File: src/rtl/mc_pkg.sv
// Shared types and constants for the multicycle MIPS main controller.
package mc_pkg;

  localparam int unsigned STATE_W   = 4;
  localparam int unsigned OP_W      = 6;
  localparam int unsigned FUNCT_W   = 6;
  localparam int unsigned ALUCTRL_W = 3;
  localparam int unsigned SEL_W     = 2;

  typedef enum logic [STATE_W-1:0] {
    S_FETCH  = 4'd0,
    S_DECODE = 4'd1,
    S_MEMADR = 4'd2,
    S_MEMRD  = 4'd3,
    S_MEMWB  = 4'd4,
    S_MEMWR  = 4'd5,
    S_EXEC   = 4'd6,
    S_ALUWB  = 4'd7,
    S_BRANCH = 4'd8,
    S_ADDIEX = 4'd9,
    S_ADDIWB = 4'd10,
    S_JUMP   = 4'd11,
    S_JAL    = 4'd12,
    S_HALT   = 4'd13
  } state_t;

  localparam logic [OP_W-1:0] OP_RTYPE = 6'h00;
  localparam logic [OP_W-1:0] OP_LW    = 6'h23;
  localparam logic [OP_W-1:0] OP_SW    = 6'h2B;
  localparam logic [OP_W-1:0] OP_BEQ   = 6'h04;
  localparam logic [OP_W-1:0] OP_ADDI  = 6'h08;
  localparam logic [OP_W-1:0] OP_J     = 6'h02;
  localparam logic [OP_W-1:0] OP_JAL   = 6'h03;

  localparam logic [FUNCT_W-1:0] FN_ADD = 6'h20;
  localparam logic [FUNCT_W-1:0] FN_SUB = 6'h22;
  localparam logic [FUNCT_W-1:0] FN_AND = 6'h24;
  localparam logic [FUNCT_W-1:0] FN_OR  = 6'h25;
  localparam logic [FUNCT_W-1:0] FN_SLT = 6'h2A;

  localparam logic [ALUCTRL_W-1:0] ALU_ADD = 3'b010;
  localparam logic [ALUCTRL_W-1:0] ALU_SUB = 3'b110;
  localparam logic [ALUCTRL_W-1:0] ALU_AND = 3'b000;
  localparam logic [ALUCTRL_W-1:0] ALU_OR  = 3'b001;
  localparam logic [ALUCTRL_W-1:0] ALU_SLT = 3'b111;

  typedef enum logic [1:0] {ALUOP_ADD, ALUOP_SUB, ALUOP_FUNCT} aluop_t;

  typedef enum logic [SEL_W-1:0] {REGDST_RT, REGDST_RD, REGDST_RA} regdst_t;
  typedef enum logic [SEL_W-1:0] {M2R_ALUOUT, M2R_MDR, M2R_PC} memtoreg_t;
  typedef enum logic [SEL_W-1:0] {SRCB_B, SRCB_FOUR, SRCB_IMM, SRCB_IMMSH} srcb_t;
  typedef enum logic [SEL_W-1:0] {PCSRC_ALU, PCSRC_ALUOUT, PCSRC_JUMP} pcsrc_t;

endpackage

File: src/rtl/mc_alu_decoder.sv
// Maps ALU operation class and R-type funct to the ALU control code and funct validity.
module mc_alu_decoder
  import mc_pkg::*;
(
  input  logic [FUNCT_W-1:0]   funct,
  input  aluop_t               alu_op,
  output logic [ALUCTRL_W-1:0] alu_ctrl,
  output logic                 funct_valid
);

  always_comb begin
    alu_ctrl    = ALU_ADD;
    funct_valid = 1'b1;
    case (alu_op)
      ALUOP_ADD: alu_ctrl = ALU_ADD;
      ALUOP_SUB: alu_ctrl = ALU_SUB;
      ALUOP_FUNCT: begin
        case (funct)
          FN_ADD:  alu_ctrl = ALU_ADD;
          FN_SUB:  alu_ctrl = ALU_SUB;
          FN_AND:  alu_ctrl = ALU_AND;
          FN_OR:   alu_ctrl = ALU_OR;
          FN_SLT:  alu_ctrl = ALU_SLT;
          default: funct_valid = 1'b0;
        endcase
      end
      default: alu_ctrl = ALU_ADD;
    endcase
  end

endmodule

File: src/rtl/mc_main_controller.sv
// Multicycle MIPS main control FSM driving all datapath enables and selects.
// Define MC_MAIN_CONTROLLER_JAL_EN to decode opcode 0x03 as jal.
module mc_main_controller
  import mc_pkg::*;
#(
  parameter bit ILLEGAL_HALT = 1'b0
) (
  input  logic                 clk,
  input  logic                 rst,
  input  logic [OP_W-1:0]      opcode,
  input  logic [FUNCT_W-1:0]   funct,
  input  logic                 zero,
  output logic                 pcEn,
  output logic                 iorD,
  output logic                 memRead,
  output logic                 memWrite,
  output logic                 irWrite,
  output logic [SEL_W-1:0]     regDst,
  output logic [SEL_W-1:0]     memToReg,
  output logic                 regWrite,
  output logic                 aluSrcA,
  output logic [SEL_W-1:0]     aluSrcB,
  output logic [ALUCTRL_W-1:0] aluCtrl,
  output logic [SEL_W-1:0]     pcSrc,
  output logic                 illegalOp,
  output logic [STATE_W-1:0]   state
);

  localparam state_t ILLEGAL_NEXT = ILLEGAL_HALT ? S_HALT : S_FETCH;

  state_t                 state_q, state_d;
  logic                   pc_write, branch;
  logic                   ir_write_raw, mem_write_raw, reg_write_raw;
  logic                   alu_used;
  aluop_t                 alu_op;
  logic [ALUCTRL_W-1:0]   dec_ctrl;
  logic                   funct_ok;

  mc_alu_decoder u_alu_decoder (
    .funct       (funct),
    .alu_op      (alu_op),
    .alu_ctrl    (dec_ctrl),
    .funct_valid (funct_ok)
  );

  always_ff @(posedge clk or posedge rst) begin
    if (rst) state_q <= S_FETCH;
    else     state_q <= state_d;
  end

  always_comb begin
    state_d       = state_q;
    pc_write      = 1'b0;
    branch        = 1'b0;
    ir_write_raw  = 1'b0;
    mem_write_raw = 1'b0;
    reg_write_raw = 1'b0;
    alu_used      = 1'b0;
    alu_op        = ALUOP_ADD;
    iorD          = 1'b0;
    memRead       = 1'b0;
    regDst        = REGDST_RT;
    memToReg      = M2R_ALUOUT;
    aluSrcA       = 1'b0;
    aluSrcB       = SRCB_B;
    pcSrc         = PCSRC_ALU;
    illegalOp     = 1'b0;
    case (state_q)
      S_FETCH: begin
        memRead      = 1'b1;
        ir_write_raw = 1'b1;
        aluSrcB      = SRCB_FOUR;
        alu_used     = 1'b1;
        pc_write     = 1'b1;
        state_d      = S_DECODE;
      end
      // Branch target is precomputed here while the opcode is decoded.
      S_DECODE: begin
        aluSrcB  = SRCB_IMMSH;
        alu_used = 1'b1;
        case (opcode)
          OP_LW, OP_SW: state_d = S_MEMADR;
          OP_RTYPE:     state_d = S_EXEC;
          OP_BEQ:       state_d = S_BRANCH;
          OP_ADDI:      state_d = S_ADDIEX;
          OP_J:         state_d = S_JUMP;
          OP_JAL: begin
`ifdef MC_MAIN_CONTROLLER_JAL_EN
            state_d = S_JAL;
`else
            illegalOp = 1'b1;
            state_d   = ILLEGAL_NEXT;
`endif
          end
          default: begin
            illegalOp = 1'b1;
            state_d   = ILLEGAL_NEXT;
          end
        endcase
      end
      S_MEMADR: begin
        aluSrcA  = 1'b1;
        aluSrcB  = SRCB_IMM;
        alu_used = 1'b1;
        state_d  = (opcode == OP_SW) ? S_MEMWR : S_MEMRD;
      end
      S_MEMRD: begin
        memRead = 1'b1;
        iorD    = 1'b1;
        state_d = S_MEMWB;
      end
      S_MEMWB: begin
        reg_write_raw = 1'b1;
        memToReg      = M2R_MDR;
        state_d       = S_FETCH;
      end
      S_MEMWR: begin
        mem_write_raw = 1'b1;
        iorD          = 1'b1;
        state_d       = S_FETCH;
      end
      // Unknown funct skips ALUWB so no register write is issued.
      S_EXEC: begin
        aluSrcA  = 1'b1;
        alu_op   = ALUOP_FUNCT;
        alu_used = 1'b1;
        if (funct_ok) begin
          state_d = S_ALUWB;
        end else begin
          illegalOp = 1'b1;
          state_d   = ILLEGAL_NEXT;
        end
      end
      S_ALUWB: begin
        reg_write_raw = 1'b1;
        regDst        = REGDST_RD;
        state_d       = S_FETCH;
      end
      S_BRANCH: begin
        aluSrcA  = 1'b1;
        alu_op   = ALUOP_SUB;
        alu_used = 1'b1;
        branch   = 1'b1;
        pcSrc    = PCSRC_ALUOUT;
        state_d  = S_FETCH;
      end
      S_ADDIEX: begin
        aluSrcA  = 1'b1;
        aluSrcB  = SRCB_IMM;
        alu_used = 1'b1;
        state_d  = S_ADDIWB;
      end
      S_ADDIWB: begin
        reg_write_raw = 1'b1;
        state_d       = S_FETCH;
      end
      S_JUMP: begin
        pcSrc    = PCSRC_JUMP;
        pc_write = 1'b1;
        state_d  = S_FETCH;
      end
`ifdef MC_MAIN_CONTROLLER_JAL_EN
      S_JAL: begin
        reg_write_raw = 1'b1;
        regDst        = REGDST_RA;
        memToReg      = M2R_PC;
        pcSrc         = PCSRC_JUMP;
        pc_write      = 1'b1;
        state_d       = S_FETCH;
      end
`endif
      S_HALT:  state_d = S_HALT;
      default: state_d = S_FETCH;
    endcase
  end

  // Write strobes are squashed combinationally while reset is held.
  assign pcEn     = ~rst & (pc_write | (branch & zero));
  assign irWrite  = ~rst & ir_write_raw;
  assign memWrite = ~rst & mem_write_raw;
  assign regWrite = ~rst & reg_write_raw;
  assign aluCtrl  = alu_used ? dec_ctrl : ALU_AND;
  assign state    = state_q;

endmodule
File: config.mk
export PLATFORM = sky130hd
export DESIGN_NAME = mc_main_controller
export DESIGN_NICKNAME = d
export VERILOG_FILES = /design/src/rtl/mc_pkg.sv /design/src/rtl/mc_alu_decoder.sv /design/src/rtl/mc_main_controller.sv
export SDC_FILE = /design/constraint.sdc
export NUM_CORES = 1
export LEC_CHECK = 0
export ABC_AREA = 1
export CORE_MARGIN = 2
export CORE_UTILIZATION = 43
export CTS_BUF_LIST = sky130_fd_sc_hd__clkbuf_2 sky130_fd_sc_hd__clkbuf_4 sky130_fd_sc_hd__clkbuf_8
export DETAILED_ROUTE_END_ITERATION = 8
export GPL_ROUTABILITY_DRIVEN = 0
export PLACE_DENSITY = 0.88
export SYNTH_ARGS = -nofsm -noshare
export SYNTH_HDL_FRONTEND = slang
export SYNTH_SLANG_ARGS = --single-unit
File: constraint.sdc
create_clock -name clk -period 2.99 [get_ports clk]
set_clock_uncertainty 0.15 [all_clocks]
set_input_delay 0.299 -clock clk [delete_from_list [all_inputs] [get_ports clk]]
set_output_delay 0.299 -clock clk [all_outputs]
set_load 0.02 [all_outputs]
==> results.sh <==
export IMPL_outcome="finished clean"
export IMPL_die_outline_width_um=44.08
export IMPL_nets=182
export IMPL_initial_utilization_pct=45.85
export IMPL_synthesis_instances=126
export IMPL_grt_remaining_overflow=0
export IMPL_num_rows=14
export IMPL_final_setup_viol_count=0
export IMPL_most_common_layout_cells="clkdlybuf4s50_1 (35), nor2_1 (24), nand2_1 (23)"
export IMPL_unrepaired_setup_endpoints_after_global_routing="no"
export IMPL_worst_setup_path_type="reg -> out"
export IMPL_worst_hold_path_type="in -> async"
export IMPL_power_net_switching_w=0.00004493
export IMPL_worstPathBufferInverterCount=3
export IMPL_post_drt_wl_per_cell_um=10.78
export IMPL_number_of_buffers_added_for_setup_after_cts=0
export IMPL_critPathLaunchType="flop"
export IMPL_pin_count_of_the_biggest_net_entering_global_routing=10
export IMPL_timing_fmax_mhz=355.7
export IMPL_critPathTopFamily="buffers and inverters"
export IMPL_grt_pass1_wl_mm=3.443
export IMPL_htreeDepth=1
export IMPL_grt_antenna_before_repair=0
export IMPL_timing_critical_path_required_ps=2540
export IMPL_post_synth_cell_area_avg_um2=5.481
export IMPL_p_seq_share_pct=33.0
export IMPL_holdBufCountCts=0
export IMPL_fillers=135
export IMPL_post_synth_num_cell_types=20
export IMPL_drt_initial_drc_count=16
export IMPL_path_cells="nor2_1 -> inv_2 -> nor2_4 -> inv_1 -> ha_1 -> nand3_1 -> a21oi_1 -> clkdlybuf4s50_1"
export IMPL_setup_worst_path_start="state[1]"
export IMPL_areaGrowthSynthToFinish_pct=53.62
export IMPL_design_portCount=38
export IMPL_layout_drive_gt1_share_pct=12.35
export IMPL_worst_r2r_cell_count=8
export IMPL_clk_path_buf_depth=2
export IMPL_launch_instance_of_the_worst_register_to_register_path="state[1]"
export IMPL_cp_depth=8
export IMPL_final_common_cell="clkdlybuf4s50_1"
export IMPL_report_power_total_w=0.0001649
export IMPL_routed_via_density=5.022
export IMPL_fin_setup_tns_ps=0
export IMPL_p_clk_share_pct=43.4
export IMPL_yosys_warn_count=0
export IMPL_synth_ff_latch_count=4
export IMPL_seq_area_frac_synth_pct=14.49
export IMPL_comb_power_share_pct=23.6
export IMPL_timing_hold_violations_final=0
export IMPL_tritoncts_num_sinks=4
export IMPL_die_extent_in_y_um=44.08
export IMPL_p_leak_nw=0.4986
export IMPL_cts_tree="done"
export IMPL_antenna_violating_nets_post_route=0
export IMPL_post_synth_instance_area_um2=690.7
export IMPL_powerDensity_nw_per_um2=155.4
export IMPL_grt_util_all_layers_pct=23.16
export IMPL_clock_insertion_delay_worst_skew_ps=240
export IMPL_first_pass_iters=4
export IMPL_layout_worst_path_cycle_share_pct=94.02
export IMPL_final_min_clock_period_ps=2811
export IMPL_endpoint="aluCtrl[0]"
export IMPL_met1_usage_pct=28.17
export IMPL_routed_via_count=894
export IMPL_crit_fanout=9
export IMPL_placement_io_buffers=35
export IMPL_drv_cap=0
export IMPL_destination_of_the_worst_register_to_register_timing_path="state[1]"
export IMPL_routed_wirelength_mm=1.919
export IMPL_ctsResizeCount=0
export IMPL_dp_hpwl_mm=1.680
export IMPL_largest_register_ffs=4
export IMPL_vias_in_the_first_global_route=854
export IMPL_critPathCaptureType="primary output"
export IMPL_met3_resource_use_gr_pct=2.857
export IMPL_p_int_w=0.0001199
export IMPL_critical_path_slowest_cell="clkdlybuf4s50_1"
export IMPL_met2_usage_pct=41.18
export IMPL_num_antenna_cells=0
export IMPL_floorplan_core_area_um2=1506
export IMPL_drc=0
export IMPL_critical_path_arrival_ps=2360
export IMPL_cts_root_cell="clkbuf_4"
export IMPL_globalRoute_busiestLayer="met2"
export IMPL_clk_transition_reported_paths_ps=40
export IMPL_critical_path_max_stage_delay_ps=620
export IMPL_timing_final_max_slew_violations=0
export IMPL_reg2reg_setup_slack_ps=1210
export IMPL_tritoncts_num_buffers=3
export IMPL_fp_dieArea_um2=1943
export IMPL_p_sw_share_pct=27.25
export IMPL_vdd_ir_drop_max_v=0.0002761
## cell families (layout without fill, tap and decap cells)
family / count (synthesis) / in the layout / share of synthesized area, %
adder cells (fa/ha/maj): 3 / 3 / 5.435
AO/OA/AOI/OAI: 9 / 9 / 8.152
buffers and inverters: 28 / 63 / 17.39
other: 1 / 2 / 0.5430
flip-flops: 4 / 4 / 14.49
AND/OR/NAND/NOR: 81 / 81 / 53.98
## metrics by stage
stage                     hold WS [ps]  setup slack [ps]  cell area (um2)  util [%]  std cells
after floorplan                 -84.92             677.5            694.4         -        127
after global placement           472.8             466.7             1039     68.94        175
after detailed placement         485.0             430.4             1039     68.94        175
after CTS                        241.8             180.6             1061     70.43        178
after global routing             268.8             30.94             1061     70.43        178
final                            227.3             178.7             1061     70.43        178
## cell type report
| type | count | area (um2) | share of cell area, % |
|---|---|---|---|
| multi-input cells | 95 | 474.2 | 44.69 |
| repair buffers | 35 | 350.3 | 33.02 |
| flip-flops and latches | 4 | 100.1 | 9.434 |
| inverters | 25 | 93.84 | 8.844 |
| clock buffers | 3 | 22.52 | 2.123 |
| well taps | 16 | 20.02 | 1.887 |
## power by group through the flow
stage,clock network (W),logic [W],registers (W)
6_report,0.0000715,0.0000389,0.0000544
5_1_grt,0.0000758,0.0000434,0.0000543
4_1_cts,0.0000713,0.0000390,0.0000544
3_5_place_dp,0,0.0000389,0.0000551
3_3_place_gp,0,0.0000368,0.0000551
2_1_floorplan,0,0.0000154,0.0000551
## routing by layer
metal	vias to the layer above	part of all wire (%)
li1	465	-
met1	394	43
met2	31	51
met3	4	4.3
met4	0	1.9
met5	-	0
## Yosys cell counts
master     n  area share [%]
a21oi_1    4             2.9
a31oi_2    1             1.8
buf_4      2             2.2
buf_6      1             1.6
conb_1     1            0.54
dfrtp_1    4              14
ha_1       3             5.4
inv_1     18             9.8
inv_2      7             3.8
nand2_1   23              12
nand2_2    2             1.8
nand3_1   22              16
nor2_1    24              13
nor2_2     4             3.6
nor2_4     3             4.9
nor3_1     3             2.2
o21ai_0    1            0.72
o21ai_1    1            0.72
o21bai_1   1             1.1
o22ai_1    1            0.91
## worst min-delay path by stage
stage               start  slack, ps        to
global route          rst        270  state[2]
detailed placement    rst        490  state[1]
finish                rst        230  state[2]
floorplan             rst        -80  state[0]
global placement      rst        470  state[1]
CTS                   rst        240  state[2]
(Power assumes the default switching activity.)
